`src/rtl/pad_ow_pkg.sv`:
```
// Shared op codes, FSM encodings and default slot timing for the single-wire pad master.
package pad_ow_pkg;

    localparam logic [1:0] OP_RST = 2'b00;
    localparam logic [1:0] OP_WR  = 2'b01;
    localparam logic [1:0] OP_RD  = 2'b10;
    localparam logic [1:0] OP_RSV = 2'b11;

    localparam logic [1:0] ST_IDLE     = 2'd0;
    localparam logic [1:0] ST_RST_SEQ  = 2'd1;
    localparam logic [1:0] ST_BIT_SLOT = 2'd2;
    localparam logic [1:0] ST_DONE     = 2'd3;

    localparam int DEF_BIT_CYC    = 16;
    localparam int DEF_LOW_CYC    = 2;
    localparam int DEF_ZERO_CYC   = 12;
    localparam int DEF_SAMPLE_CYC = 6;
    localparam int DEF_RST_CYC    = 64;
    localparam int DEF_PRES_CYC   = 80;
    localparam int DEF_RST_TOTAL  = 128;

endpackage

```
`src/rtl/pad_sync2.sv`:
```
// Two-flop synchronizer for an asynchronous pad input; latency 2 cycles, no backpressure.
// Reset value is a parameter so an idle pulled-up line reads high out of reset.
module pad_sync2 #(
    parameter logic RST_VAL = 1'b1
) (
    input  logic clk,
    input  logic rst_n,
    input  logic d,
    output logic q
);

    logic meta_q;
    logic sync_q;

    always_ff @(posedge clk or negedge rst_n) begin
        if (!rst_n) begin
            meta_q <= RST_VAL;
            sync_q <= RST_VAL;
        end else begin
            meta_q <= d;
            sync_q <= meta_q;
        end
    end

    assign q = sync_q;

endmodule

```
`src/rtl/pad_ow_ctrl.sv`:
```
// Open-drain single-wire master: reset/write-byte/read-byte over one pull-up pad.
// Byte/reset ops respond 8*BIT_CYC+1 / RST_TOTAL+1 cycles after acceptance; cmd_ready only in IDLE.
module pad_ow_ctrl
    import pad_ow_pkg::*;
#(
    parameter int BIT_CYC    = DEF_BIT_CYC,
    parameter int LOW_CYC    = DEF_LOW_CYC,
    parameter int ZERO_CYC   = DEF_ZERO_CYC,
    parameter int SAMPLE_CYC = DEF_SAMPLE_CYC,
    parameter int RST_CYC    = DEF_RST_CYC,
    parameter int PRES_CYC   = DEF_PRES_CYC,
    parameter int RST_TOTAL  = DEF_RST_TOTAL
) (
    input  logic       clk,
    input  logic       rst_n,
    input  logic       cmd_valid,
    output logic       cmd_ready,
    input  logic [1:0] cmd_op,
    input  logic [7:0] cmd_data,
    output logic       rsp_valid,
    output logic [7:0] rsp_data,
    output logic       rsp_presence,
    output logic       busy,
    output logic       pad_din,
    output logic       pad_oen,
    input  logic       pad_dout
);

    localparam int CW = $clog2(RST_TOTAL);
    localparam logic [CW-1:0] C_BIT_END = CW'(BIT_CYC - 1);
    localparam logic [CW-1:0] C_LOW     = CW'(LOW_CYC);
    localparam logic [CW-1:0] C_ZERO    = CW'(ZERO_CYC);
    localparam logic [CW-1:0] C_SAMPLE  = CW'(SAMPLE_CYC);
    localparam logic [CW-1:0] C_RST_LOW = CW'(RST_CYC);
    localparam logic [CW-1:0] C_PRES    = CW'(PRES_CYC);
    localparam logic [CW-1:0] C_RST_END = CW'(RST_TOTAL - 1);

    logic [1:0]    state_q, state_d;
    logic [CW-1:0] cnt_q, cnt_d;
    logic [2:0]    slot_q, slot_d;
    logic [7:0]    tx_q, tx_d;
    logic [7:0]    rx_q, rx_d;
    logic          pres_q, pres_d;
    logic [7:0]    rsp_data_q, rsp_data_d;
    logic          rsp_pres_q, rsp_pres_d;
    logic          pad_oen_q, pad_oen_d;
    logic [CW-1:0] low_lim;
    logic          line_s;

    pad_sync2 #(.RST_VAL(1'b1)) u_sync (
        .clk   (clk),
        .rst_n (rst_n),
        .d     (pad_dout),
        .q     (line_s)
    );

    always_comb begin
        state_d    = state_q;
        cnt_d      = cnt_q;
        slot_d     = slot_q;
        tx_d       = tx_q;
        rx_d       = rx_q;
        pres_d     = pres_q;
        rsp_data_d = rsp_data_q;
        rsp_pres_d = rsp_pres_q;
        case (state_q)
            ST_IDLE: begin
                if (cmd_valid && cmd_ready) begin
                    cnt_d  = '0;
                    slot_d = '0;
                    rx_d   = '0;
                    pres_d = 1'b0;
                    // A read is a write of all ones: the device answers by stretching the low.
                    tx_d   = (cmd_op == OP_RD) ? 8'hFF : cmd_data;
                    case (cmd_op)
                        OP_RST: state_d = ST_RST_SEQ;
                        OP_WR:  state_d = ST_BIT_SLOT;
                        OP_RD:  state_d = ST_BIT_SLOT;
                        OP_RSV: begin
                            state_d    = ST_DONE;
                            rsp_data_d = 8'h00;
                            rsp_pres_d = 1'b0;
                        end
                    endcase
                end
            end
            ST_RST_SEQ: begin
                cnt_d = cnt_q + 1'b1;
                if (cnt_q == C_PRES) pres_d = ~line_s;
                if (cnt_q == C_RST_END) begin
                    state_d    = ST_DONE;
                    cnt_d      = '0;
                    rsp_data_d = 8'h00;
                    rsp_pres_d = pres_d;
                end
            end
            ST_BIT_SLOT: begin
                cnt_d = cnt_q + 1'b1;
                if (cnt_q == C_SAMPLE) rx_d = {line_s, rx_q[7:1]};
                if (cnt_q == C_BIT_END) begin
                    cnt_d  = '0;
                    slot_d = slot_q + 3'd1;
                    if (slot_q == 3'd7) begin
                        state_d    = ST_DONE;
                        rsp_data_d = rx_d;
                        rsp_pres_d = 1'b0;
                    end
                end
            end
            default: state_d = ST_IDLE;
        endcase

        // Decoded from next-state so the registered enable lines up with the slot counter.
        low_lim   = tx_d[slot_d] ? C_LOW : C_ZERO;
        pad_oen_d = 1'b1;
        if (state_d == ST_RST_SEQ)       pad_oen_d = (cnt_d >= C_RST_LOW);
        else if (state_d == ST_BIT_SLOT) pad_oen_d = (cnt_d >= low_lim);
    end

    always_ff @(posedge clk or negedge rst_n) begin
        if (!rst_n) begin
            state_q    <= ST_IDLE;
            cnt_q      <= '0;
            slot_q     <= '0;
            tx_q       <= '0;
            rx_q       <= '0;
            pres_q     <= 1'b0;
            rsp_data_q <= 8'h00;
            rsp_pres_q <= 1'b0;
            pad_oen_q  <= 1'b1;
        end else begin
            state_q    <= state_d;
            cnt_q      <= cnt_d;
            slot_q     <= slot_d;
            tx_q       <= tx_d;
            rx_q       <= rx_d;
            pres_q     <= pres_d;
            rsp_data_q <= rsp_data_d;
            rsp_pres_q <= rsp_pres_d;
            pad_oen_q  <= pad_oen_d;
        end
    end

    assign cmd_ready    = (state_q == ST_IDLE);
    assign busy         = (state_q != ST_IDLE);
    assign rsp_valid    = (state_q == ST_DONE);
    assign rsp_data     = rsp_data_q;
    assign rsp_presence = rsp_pres_q;
    assign pad_din      = 1'b0;
    assign pad_oen      = pad_oen_q;

endmodule

```
`config.mk`:
```
export PLATFORM = sky130hd
export DESIGN_NAME = pad_ow_ctrl
export DESIGN_NICKNAME = d
export VERILOG_FILES = /design/src/rtl/pad_ow_pkg.sv /design/src/rtl/pad_sync2.sv /design/src/rtl/pad_ow_ctrl.sv
export SDC_FILE = /design/constraint.sdc
export NUM_CORES = 1
export LEC_CHECK = 0
export ABC_AREA = 1
export ABC_CLOCK_PERIOD_IN_PS = 3700
export BUFFER_PORTS_ARGS = -buffer_cell sky130_fd_sc_hd__buf_2
export CAP_MARGIN = 5
export CORE_MARGIN = 3
export CORE_UTILIZATION = 45
export DETAILED_ROUTE_END_ITERATION = 8
export PLACE_DENSITY_LB_ADDON = 0.15
export RECOVER_POWER = 100
export SETUP_SLACK_MARGIN = 0.15
export SLEW_MARGIN = 20
export SYNTH_ARGS = -nofsm -noshare
export SYNTH_HDL_FRONTEND = slang
export SYNTH_SLANG_ARGS = --single-unit
```
`constraint.sdc`:
```
create_clock -name clk -period 3.7 [get_ports clk]
set_clock_uncertainty 0.2 [all_clocks]
set_input_delay 0.185 -clock clk [delete_from_list [all_inputs] [get_ports clk]]
set_output_delay 0.185 -clock clk [all_outputs]
set_load 0.02 [all_outputs]
```
* After elaboration in Yosys (flattened, before gate mapping)
Index checks and enable logic that the tools add are counted.
** Cells by class
- Add/sub/neg operators :: 2
- $lt $le $gt $ge :: 3
- Equal/unequal tests :: 18
- Muxes and demuxes :: 39
- Bitwise gates (word level) :: 1
- Reductions and logical operators :: 11
** Operators by type and width (count)
- $mux 8 :: 10
- $pmux 8 s3 :: 1
- $mux 7 :: 3
- $pmux 7 s3 :: 1
- $pmux 8 s2 :: 1
- $eq 7x7->1 const B :: 2
- $pmux 2 s3 :: 2
- $eq 2x2->1 const B :: 5
- $mux 1 :: 10
- $mux 2 :: 4
- $add 7x1->7 const B :: 1
- $eq 7x3->1 const B :: 1
- $eq 7x4->1 const B :: 1
- $ge 7x4->1 :: 1
- $ge 7x7->1 const B :: 1
- $eq 2x1->1 const B :: 3
- $mux 3 :: 2
- $ne 2x2->1 const B :: 3
- $pmux 3 s2 :: 1
- $reduce_and 6->1 :: 1
- $reduce_bool 2->1 :: 3
- $logic_not 2->1 :: 2
- $lt 3x4->1 const B :: 1
- $mux 4 :: 1
- other kinds (11) :: 13
** Word-level totals
- Bits in registers :: 41
- Input port bits :: 14
- Word-level logic and storage cells :: 85

* Depth between registers and ports, before layout
Gate-level depths: netlist of run 1.
- Depth in word-level cells :: 10
- Gate-level depth with buffers :: 20
- Depth with buffers taken out :: 19

* Hierarchy
A second synthesis of run 1 with hierarchy kept.
** Unflattened totals
- Cell total of the unflattened synthesis :: 277
- Area total of the unflattened synthesis :: 2290.9 µm²
** Modules (own cells, without submodules)
- pad_ow_ctrl :: times used 1, cells each 275, area an instance 2238.4 µm², sequential area each 977.2 µm²
- pad_sync2 :: times used 1, cells each 2, area an instance 52.6 µm², sequential area each 52.6 µm²

* Worst setup path after synthesis of run 1
Ideal clock, no wire load.
- Path type :: register to register
- From :: register state_q[0]
- To :: register pad_oen_q, in the netlist pad_oen
- Setup time :: 0.078 ns
- Arrival time :: 2.245 ns
- Required time :: 3.422 ns
- Slack :: 1.177 ns
- Stages on the path, launching flop included :: 21
- Buffers on the path :: 1
- Clock period less this slack :: 2.523 ns
- Path through :: dfrtp_1 nor2_4 inv_2 nor2_4 buf_6 nand2_1 o21ai_0 inv_1 nand2_1 nand3_1 nand3b_1 nand2_1 ha_1 nand2_1 inv_1 nand4_1 nand2_1 nand2_1 nand3_1 nand2_1 nand2_1
** On the way
- Word-level cells in the longest chain between the ends :: 10
- Elaborated cells on any way between the ends :: 24
** Ends and longest elaborated chain
- from (decl) :: RTL line pad_ow_ctrl.sv:38 : logic [1:0] state_q, state_d;
- from (signal assigned) :: RTL line pad_ow_ctrl.sv:132 : state_q <= state_d;
- $logic_not 2->1 (*) :: RTL line pad_ow_ctrl.sv:144 : assign cmd_ready = (state_q == ST_IDLE);
- named net cmd_ready :: RTL line pad_ow_ctrl.sv:17 : output logic cmd_ready,
- $logic_and 1x1->1 :: RTL line pad_ow_ctrl.sv:68 : if (cmd_valid && cmd_ready) begin
- $mux 8 :: RTL line pad_ow_ctrl.sv:68
- $mux 8 (*) :: RTL line pad_ow_ctrl.sv:66 : case (state_q)
- named net tx_d[3] :: RTL line pad_ow_ctrl.sv:41 : logic [7:0] tx_q, tx_d;
- $bmux 1 s3 (*) :: RTL line pad_ow_ctrl.sv:114 : low_lim = tx_d[slot_d] ? C_LOW : C_ZERO;
- $mux 1 (implied by the code) (*) :: RTL line pad_ow_ctrl.sv:114
- $mux 4 (*) :: RTL line pad_ow_ctrl.sv:114
- $ge 7x4->1 (*) :: RTL line pad_ow_ctrl.sv:117 : else if (state_d == ST_BIT_SLOT) pad_oen_d = (cnt_d >= low_lim);
- $mux 1 (*) :: RTL line pad_ow_ctrl.sv:117
- $mux 1 (*) :: RTL line pad_ow_ctrl.sv:116 : if (state_d == ST_RST_SEQ) pad_oen_d = (cnt_d >= C_RST_LOW);
- named net pad_oen_d :: RTL line pad_ow_ctrl.sv:46 : logic pad_oen_q, pad_oen_d;
- to (signal assigned) :: RTL line pad_ow_ctrl.sv:140 : pad_oen_q <= pad_oen_d;
- to (decl) :: RTL line pad_ow_ctrl.sv:46
Mark *: on every way through the listed nets, which the timed path passes. The rest lies on a longest branch. The select of a mux whose other input is x is not followed.
A chain may end at the register's enable or synchronous reset.

* Worst setup path after layout of run 1
- From :: register state_q[0]
- To :: register pad_oen_q, in the netlist pad_oen
** On the way
- Word-level cells in the longest chain between the ends :: 10
- Elaborated cells on any way between the ends :: 24
** Ends and longest elaborated chain
- $logic_not 2->1 :: RTL line pad_ow_ctrl.sv:66, pad_ow_ctrl.sv:144
- $logic_and 1x1->1 :: RTL line pad_ow_ctrl.sv:68
- $mux 3 :: RTL line pad_ow_ctrl.sv:68
- $pmux 3 s2 (*) :: RTL line pad_ow_ctrl.sv:66
- named net slot_d[0] :: RTL line pad_ow_ctrl.sv:40 : logic [2:0] slot_q, slot_d;
- $bmux 1 s3 (*) :: RTL line pad_ow_ctrl.sv:114
- $mux 1 (implied by the code) (*) :: RTL line pad_ow_ctrl.sv:114
- $mux 4 (*) :: RTL line pad_ow_ctrl.sv:114
- $ge 7x4->1 (*) :: RTL line pad_ow_ctrl.sv:117
- $mux 1 (*) :: RTL line pad_ow_ctrl.sv:117
- $mux 1 (*) :: RTL line pad_ow_ctrl.sv:116
- named net pad_oen_d :: RTL line pad_ow_ctrl.sv:46
Marks and branches as above.

==> results of run 1 <==
-- cell families after synthesis --
kind of cell / synth area share
AO/OA/AOI/OAI: 0.153
XOR/XNOR: 0.00770
adder cells (fa/ha/maj): 0.0605
buffers and inverters: 0.0918
flip-flops: 0.452
other: 0.00165
AND/OR/NAND/NOR: 0.233
-- per-stage QoR --
stage | std cells | utilization
3_5_place_dp | 357 | 0.507
3_3_place_gp | 357 | 0.507
5_1_grt | 366 | 0.511
2_1_floorplan | 270 | -
6_report | 366 | 0.511
4_1_cts | 366 | 0.530
-- final cells by class --
type,count,share of cell area
Timing Repair Buffer,28,0.0544
Multi-Input combinational cell,180,0.391
Clock buffer,6,0.0336
Sequential cell,41,0.418
Clock inverter,1,0.00305
Tap cell,67,0.0341
Inverter,43,0.0656
-- sequential cells by signal (all words and copies together), names as in the netlist --
| name | flops |
|---|---|
| rx_q | 8 |
| tx_q | 8 |
| pres_q | 1 |
| pad_oen | 1 |
| u_sync.meta_q | 1 |
| u_sync.q | 1 |
| cnt_q | 7 |
| rsp_data | 8 |
| slot_q | 3 |
| state_q | 2 |
| rsp_presence | 1 |
-- cells in the final DEF, fill, tap and decap left out, drive strengths merged --
cell type / netlist / final
nand3b: 2 / 2
o2111ai: 1 / 1
inv: 43 / 42
buf: 6 / 13
a32o: 1 / 1
dfstp: 3 / 3
nand2: 53 / 53
or2: 2 / 2
a31oi: 1 / 1
nand4: 3 / 3
a21oi: 10 / 10
o21ai: 40 / 40
dlygate4sd3: 0 / 2
o22ai: 1 / 1
nor3: 1 / 1
conb: 1 / 1
o31ai: 1 / 1
clkinv: 0 / 1
ha: 11 / 11
nand3: 26 / 26
clkinvlp: 0 / 1
dfrtp: 38 / 38
clkbuf: 0 / 19
xor2: 2 / 2
nor2: 24 / 24
-- routing by layer --
layer  GRT usage  wire, um  vias up
li1            -         -      933
met1       0.244      2320      815
met2       0.271      2130       30
met3      0.0399       183        5
met4      0.0320        40        0
met5           0         0        -
-- power by group through the flow --
| stage | logic, mW | registers, mW | clock network, mW |
|---|---|---|---|
| 2_1_floorplan | 0.607 | 0.643 | 0 |
| 3_3_place_gp | 0.784 | 0.643 | 0 |
| 3_5_place_dp | 0.790 | 0.643 | 0 |
| 4_1_cts | 0.794 | 0.636 | 0.310 |
| 5_1_grt | 0.818 | 0.645 | 0.326 |
| 6_report | 0.714 | 0.631 | 0.297 |
-- critical path, stage by stage (launching register included) --
cell and delay, ps:
dfrtp_1 460, nor2_1 210, inv_1 160, nor2_4 310, inv_1 180, nand3_2 150, nand2_1 130, nand2_1 90
nand3_1 70, nand3b_1 90, nand2_1 100, ha_1 310, nand2_1 50, inv_1 50, nand4_1 90, nand2_1 70
nand2_1 50, nand3_1 60, nand2_1 50, nand2_1 50
-- final timing paths --
path / from / endpoint / slack [ps]
max: state_q[0] / pad_oen / 720
min: cmd_data[3] / tx_q[3] / 20
max reg2reg: state_q[0] / pad_oen / 720
min reg2reg: u_sync.meta_q / u_sync.q / 160
max in group asynchronous: rst_n / cnt_q[0] / 1180
min in group asynchronous: rst_n / rx_q[1] / 860
==> qor.yml, run 1 <==
run_status:
  outcome: "complete, but fails checks"
  violations: "max-capacitance violations, max-slew violations"
timing:
  fmax_ghz: 0.335
  worstMarginPinSlew_ps: 2170
  setup_violations: 0
  rsz0062_at_grt: "false"
  worst_slack_ps: 715
  slew_violations: 42
  relSlewSlack: -0.448
  hold_violations: 0
  period_minus_slack_ps: 2980
  setup-tns-final_ps: 0
  whs_ps: 18.8
  post-route-period-util: 0.807
route:
  postRouteAntennaNets: 0
  routed_wl_um: 4680
  firstDrtPassIters: 4
  vias_per_cell: 4.87
  drtIter0Drc: 128
  drc: 0
  avgRoutedWirePerCell_um: 12.8
  vias: 1783
worst_hold_path:
  hold_depth: 5
  worstHoldPathType: "primary input to register"
worst_setup_path:
  worstPathMaxFanout: 18
  cp.arrival_ps: 3010
  cp-end-kind: "register"
  rr_worst_depth: 19
  required_ps: 3730
  crit_type: "register to register"
  crit_path_start_kind: "register"
final_layout:
  stdcell_area_mm2: 0.00246
  fillers: 507
  synthToLayoutAreaGrowth_pct: 8.14
  multiInputGateArea_um2: 962
  seq_area_mm2: 0.00103
  layout-drive-gt1-share: 0.127
  n_antenna_cell: 0
  nNetsFinal: 324
power:
  p_int_uw: 917
  p_clk_frac: 0.181
  p_per_area_mw_per_mm2: 667
  power.net_switching_uw: 725
  p_comb_frac: 0.435
  seqPwrFrac: 0.384
  design_power_total_mw: 1.64
  leakagePower_nw: 1.17
  power_switching_share: 0.442
  ir_drop_v: 0.000308
grt:
  grt_overflow: 0
  grt_use_total: 0.172
  grt_max_degree: 42
  grt_pass1_vias: 1730
  antenna_found_initial: 0
  grt_pass1_wl_um: 8230
clock_network:
  cts_sinks: 41
  root_buffer: "clkbuf_8"
  numCtsBuffers: 5
  post_cts_buffers: 0
  cts_buffer_depth: 2
  cts_tree: "built"
  postCtsResizedCells: 0
  htreeDepth: 2
  clk_pin_slew_ps: 80
  clock_latency_ps: 290
  cts-hold-fix-buffers: 2
logic_synthesis:
  ys.flop_type: "dfrtp_1"
  async_flop_share: 1.00
  synthesis.instances: 270
  synth.ff_latch_count: 41
  synth_seq_area_share: 0.452
  syn_area_mm2: 0.00228
  syn_avg_cell_area_um2: 8.43
  synth_top_area_share: 0.418
  ys_warn_count: 0
  yosys-top-cells-count: "nand2_1, dfrtp_1, inv_1"
  yosysMostFrequentCell: "nand2_1"
  synth_edf_count: 0
  ys_top_cells_by_area: "dfrtp_1, nand2_1, o21ai_0"
  synth_cell_types: 31
  syn_nets: 295
  yosys.area.top_type: "dfrtp_1"
floorplan:
  die_h_um: 77.1
  rows: 25
  fp.coreArea_mm2: 0.00482
  die_area_mm2: 0.00595
  io_pins: 28
  start_util: 0.472
  die_x_um: 77.1
place:
  place_ws_ps: 922
  gp_congestion: 0.854
  place_area_mm2: 0.00244
  port_buffers: 26
  hpwl_um: 3550
job:
  maxCapViolCount: 1
Power figures use the tool's default switching activity.
==> inputs of run 2 (changes only) <==
- ABC_AREA: 1 -> 0
- ABC_CLOCK_PERIOD_IN_PS: 3700 -> 2600
- clock period: 3.7 -> 2.6 ns (I/O delays scaled with it)
==> qor.yml, run 2 <==
run_status:
  outcome: "complete, but fails checks"
  violations: "negative setup slack"
timing:
  worstMarginPinSlew_ps: 1030  # -1140 ps
  fmax_ghz: 0.307  # -8.3%
  setup_violations: 1  # +1
  slew_violations: 0  # -100%
  worst_slack_ps: -656  # -1370 ps
  rsz0062_at_grt: "true"
  period_minus_slack_ps: 3260  # +271 ps
  post-route-period-util: 1.25  # +0.446
  whs_ps: 12.9  # -5.93 ps
  hold_violations: 0  # unchanged
  relSlewSlack: 0.314  # +0.762
  setup-tns-final_ps: -656  # -656 ps
logic_synthesis:
  synthesis.instances: 243  # -10%
  yosys.area.top_type: "dfrtp_1"
  synth_edf_count: 0  # unchanged
  synth_top_area_share: 0.410  # -0.00767
  synth_cell_types: 52  # +68%
  ys_warn_count: 0  # unchanged
  synth_seq_area_share: 0.444  # -0.00830
  yosys-top-cells-count: "dfrtp_1, nand2_1, nor2_1"
  syn_avg_cell_area_um2: 9.54  # +13%
  syn_area_mm2: 0.00232  # +1.9%
  yosysMostFrequentCell: "dfrtp_1"
  synth.ff_latch_count: 41  # unchanged
  ys.flop_type: "dfrtp_1"
  syn_nets: 268  # -9.2%
  async_flop_share: 1.00  # unchanged
  ys_top_cells_by_area: "dfrtp_1, ha_1, nand2_1"
floorplan:
  start_util: 0.478  # +0.00573
  die_area_mm2: 0.00605  # +1.7%
  io_pins: 28  # unchanged
  fp.coreArea_mm2: 0.00485  # +0.65%
  die_x_um: 77.8  # +0.86%
  die_h_um: 77.8  # +0.86%
  rows: 25  # unchanged
route:
  drc: 0  # unchanged
  routed_wl_um: 5780  # +24%
  vias: 2126  # +19%
  avgRoutedWirePerCell_um: 14.3  # +12%
  firstDrtPassIters: 4  # unchanged
  vias_per_cell: 5.26  # +8.0%
  postRouteAntennaNets: 0  # unchanged
  drtIter0Drc: 96  # -25%
clock_network:
  numCtsBuffers: 5  # unchanged
  cts_tree: "built"
  clk_pin_slew_ps: 80  # about the same
  htreeDepth: 2  # unchanged
  root_buffer: "clkbuf_8"
  cts_buffer_depth: 2  # unchanged
  cts_sinks: 41  # unchanged
  clock_latency_ps: 290  # about the same
worst_setup_path:
  required_ps: 2600  # -1130 ps
  r2r_start: "cnt_q[4]"
  cp.arrival_ps: 3260  # +250 ps
  regToRegSetupSlack_ps: -660  # -1370 ps
  rr_worst_depth: 13  # -6
  cp-end-kind: "register"
  crit_type: "register to register"
  crit_path_start_kind: "register"
  worstPathMaxFanout: 5  # -13
  crit_start: "cnt_q[4]"
  r2r_end: "pad_oen"
worst_hold_path:
  hold_depth: 4  # -1
  min_from: "cmd_data[6]"
  hold_path_end: "tx_q[6]"
  worstHoldPathType: "primary input to register"
grt:
  gr-max-usage-layer: "met2"
  grt_use_total: 0.213  # +0.0408
  grt_pass1_vias: 2114  # +22%
  use_met3: 0.0418  # +0.00186
  grt_use_met2: 0.360  # +0.0887
  grt_pass1_wl_um: 10200  # +24%
  grt_max_degree: 42  # unchanged
  grt_overflow: 0  # unchanged
  antenna_found_initial: 0  # unchanged
  use_met1: 0.281  # +0.0371
place:
  dp.cells: 380  # +6.4%
  gp_congestion: 0.913  # +7.0%
  port_buffers: 26  # unchanged
  hpwl_um: 4040  # +14%
  place_ws_ps: -742  # -1660 ps
power:
  p_comb_frac: 0.514  # +0.079
  p_per_area_mw_per_mm2: 887  # +33%
  power.net_switching_mw: 1.15  # +58%
  ir_drop_v: 0.000817  # +160%
  seqPwrFrac: 0.321  # -0.063
  design_power_total_mw: 3.08  # +88%
  power_switching_share: 0.373  # -0.0690
  p_int_mw: 1.93  # +110%
  leakagePower_nw: 1.58  # +35%
  p_clk_frac: 0.164  # -0.017
final_layout:
  layout-drive-gt1-share: 0.383  # +0.256
  most-common-layout-cells: "buf_4, dfrtp_1, nand2_1, nor2_1, o21ai_0"
  n_antenna_cell: 0  # unchanged
  layout_commonest_cell: "buf_4"
  synthToLayoutAreaGrowth_pct: 49.9
  nNetsFinal: 361  # +11%
  layout.cells.non_filler: 404  # +10%
job:
  maxCapViolCount: 0  # -1
==> run 2: what timing repair did <==
action | CTS | global route
hold buffers | 9 | 0
gates resized for setup | 21 | 12
hold endpoints to repair | 46 | 0
endpoints found under the setup margin | 10 | 10
setup buffers | 6 | 0
gates cloned | 1 | 0
pin swaps | 12 | 2
==> run 2: cell type report <==
class	count	area [um^2]
Tap cell	67	83.8
Inverter	12	45.0
Fill cell	358	1370
Sequential cell	41	1030
Clock inverter	2	35.0
Clock buffer	6	72.6
Timing Repair Buffer	99	738
Multi-Input combinational cell	177	1470
==> run 2: worst max path at each step <==
stage / end / depth (start not counted)
3_5_place_dp: pad_oen / 13
5_1_grt: pad_oen / 15
4_1_cts: pad_oen / 13
2_1_floorplan: pad_oen / 13
6_report: pad_oen / 13
3_3_place_gp: pad_oen / 13
==> run 2: through the flow <==
stage / util / instance area, um^2
finish: 0.717 / 3480
floorplan: - / 2490
global placement: 0.632 / 3070
global route: 0.717 / 3480
detailed placement: 0.632 / 3070
CTS: 0.712 / 3450
==> run 2: per-layer routing <==
layer / wire (um) / share of wire
met3: 263 / 0.046
met5: 0 / 0
met1: 2710 / 0.47
met4: 29 / 0.0050
met2: 2780 / 0.48
==> run 2: logic make-up after synthesis <==
logic type / share of synthesized area
buffers and inverters: 0.0502
AND/OR/NAND/NOR: 0.203
other: 0.00162
flip-flops: 0.444
AO/OA/AOI/OAI: 0.159
adder cells (fa/ha/maj): 0.0594
multiplexers: 0.0826
==> run 2: power groups by stage <==
stage | clock network, mW | logic [mW] | registers [mW]
finish | 0.506 | 1.59 | 0.991
global route | 0.553 | 1.77 | 1.02
global placement | 0 | 1.34 | 0.980
CTS | 0.518 | 1.56 | 0.982
detailed placement | 0 | 1.38 | 0.988
floorplan | 0 | 0.883 | 1.03
==> run 2: critical path, stage by stage, from the launching register on <==
cell       delay, ps
dfrtp_1          380
or3_4            410
o311a_4          350
or2_1            240
buf_6            140
a2111oi_4        350
nor4_2            80
buf_4            170
ha_4             220
nand4b_1          90
nor2_1            50
o31a_1           110
nor4b_2          250
a31oi_1          110
==> inputs of run 3 (changes only) <==
- ABC_AREA: 0 -> 1
==> qor.yml, run 3 (same netlist as run 1, synthesis figures left out) <==
run_status:
  outcome: "complete, no violations"
timing:
  hold_violations: 0  # unchanged
  fmax_ghz: 0.392  # +28%
  setup_violations: 0  # -1
  slew_violations: 0  # unchanged
  worstMarginPinSlew_ps: 1020  # -9.19 ps
  post-route-period-util: 0.980  # -0.272
  relSlewSlack: 0.320  # +0.00613
  worst_slack_ps: 52.1  # +708 ps
  whs_ps: 67.7  # +54.9 ps
  rsz0062_at_grt: "true"
  period_minus_slack_ps: 2550  # -708 ps
floorplan:
  fp.coreArea_mm2: 0.00482  # -0.65%
  start_util: 0.472  # -0.00573
  die_x_um: 77.1  # -0.85%
  die_h_um: 77.1  # -0.85%
  io_pins: 28  # unchanged
  die_area_mm2: 0.00595  # -1.7%
  rows: 25  # unchanged
worst_setup_path:
  regToRegSetupSlack_ps: 50  # +710 ps
  rr_worst_depth: 18  # +5
  crit_type: "register to register"
  worstPathMaxFanout: 5  # unchanged
  cp-end-kind: "register"
  r2r_start: "cnt_q[0]"
  required_ps: 2630  # +30 ps
  crit_path_start_kind: "register"
  r2r_end: "pad_oen"
  cp.arrival_ps: 2580  # -680 ps
final_layout:
  synthToLayoutAreaGrowth_pct: 35.3
  most-common-layout-cells: "nand2_1, dfrtp_1, buf_4, inv_1, nand3_1"
  n_antenna_cell: 0  # unchanged
  layout_commonest_cell: "nand2_1"
  layout-drive-gt1-share: 0.330  # -0.0524
  nNetsFinal: 369  # +2.2%
grt:
  grt_pass1_vias: 2025  # -4.2%
  antenna_found_initial: 0  # unchanged
  grt_pass1_wl_um: 9560  # -6.6%
  grt_max_degree: 42  # unchanged
  grt_use_total: 0.204  # -0.00929
  grt_overflow: 0  # unchanged
route:
  avgRoutedWirePerCell_um: 13.7  # -4.1%
  vias_per_cell: 4.88  # -7.3%
  drtIter0Drc: 134  # +40%
  postRouteAntennaNets: 0  # unchanged
  firstDrtPassIters: 4  # unchanged
  vias: 2009  # -5.5%
  routed_wl_um: 5650  # -2.2%
  drc: 0  # unchanged
clock_network:
  clock_latency_ps: 290  # about the same
  cts_sinks: 41  # unchanged
  htreeDepth: 2  # unchanged
  clk_pin_slew_ps: 80  # about the same
  numCtsBuffers: 5  # unchanged
  cts_buffer_depth: 2  # unchanged
  cts_tree: "built"
  root_buffer: "clkbuf_8"
worst_hold_path:
  hold_path_end: "tx_q[0]"
  worstHoldPathType: "primary input to register"
  min_from: "cmd_data[0]"
  hold_depth: 6  # +2
place:
  place_ws_ps: -88.9  # +653 ps
  gp_congestion: 0.926  # +1.4%
  port_buffers: 26  # unchanged
  hpwl_um: 3600  # -11%
power:
  ir_drop_v: 0.000725  # -11%
  p_per_area_mw_per_mm2: 1070  # +21%
  leakagePower_nw: 1.48  # -6.4%
job:
  maxCapViolCount: 0  # unchanged
## run 3: layer usage
layer / GRT usage / wire length [um]
met1: 0.259 / 2640
met2: 0.351 / 2790
met3: 0.0329 / 130
met4: 0.0694 / 98
met5: 0 / 0
## run 3: final cells by class
class,instances,area (um^2)
inverter,43,164
sequential,41,1030
fill,444,1740
clock buffer,5,68.8
tap,67,83.8
clock inverter,3,68.8
multi-input combinational,180,1130
timing repair buffer,73,533
## run 3: what timing repair did
action	4_1_cts	5_1_grt
gates cloned	1	0
endpoints found under the hold margin	44	0
pin swaps	19	0
setup buffers	28	1
gates resized for setup	18	12
hold buffers	7	0
setup endpoints to repair	1	7
## run 3: worst max path at each step
stage,depth (start not counted),to,slack (ps),from
global route,18,pad_oen,-150,cnt_q[4]
detailed placement,17,pad_oen,-90,cnt_q[0]
global placement,19,pad_oen,-60,cnt_q[0]
floorplan,20,pad_oen,120,state_q[1]
CTS,18,pad_oen,150,cnt_q[0]
finish,18,pad_oen,50,cnt_q[0]
## run 3: power breakdown
part           leakage, nW  internal, mW  total (mW)  switching (mW)
sequential           0.526         0.797       0.887          0.0899
combinational        0.884         0.799        1.79           0.990
clock               0.0687         0.387       0.623           0.236
total                 1.48          1.98        3.30            1.32
## run 3: worst max-delay path: stages (launching register included)
cell and delay (ps):
dfrtp_1 410, ha_4 170, nand3_4 90, nor2_4 140
nand3b_1 220, nand2_2 180, nand2_1 70, nand3_1 120
nand3_2 100, nand2_2 150, ha_4 220, nand2_2 50
inv_1 30, nand4_1 50, nand2_1 50, nand2_1 60
nand3_1 60, nand2_1 60, nand2_1 40
## run 3: metrics by stage
step	instances	util	instance area, um^2	total power, mW	setup TNS (ps)
global placement	367	0.526	2530	2.12	-59.1
global route	412	0.639	3080	3.56	-154
finish	412	0.639	3080	3.30	0
floorplan	270	-	2280	1.79	0
detailed placement	367	0.526	2530	2.14	-88.9
CTS	411	0.636	3070	3.21	0
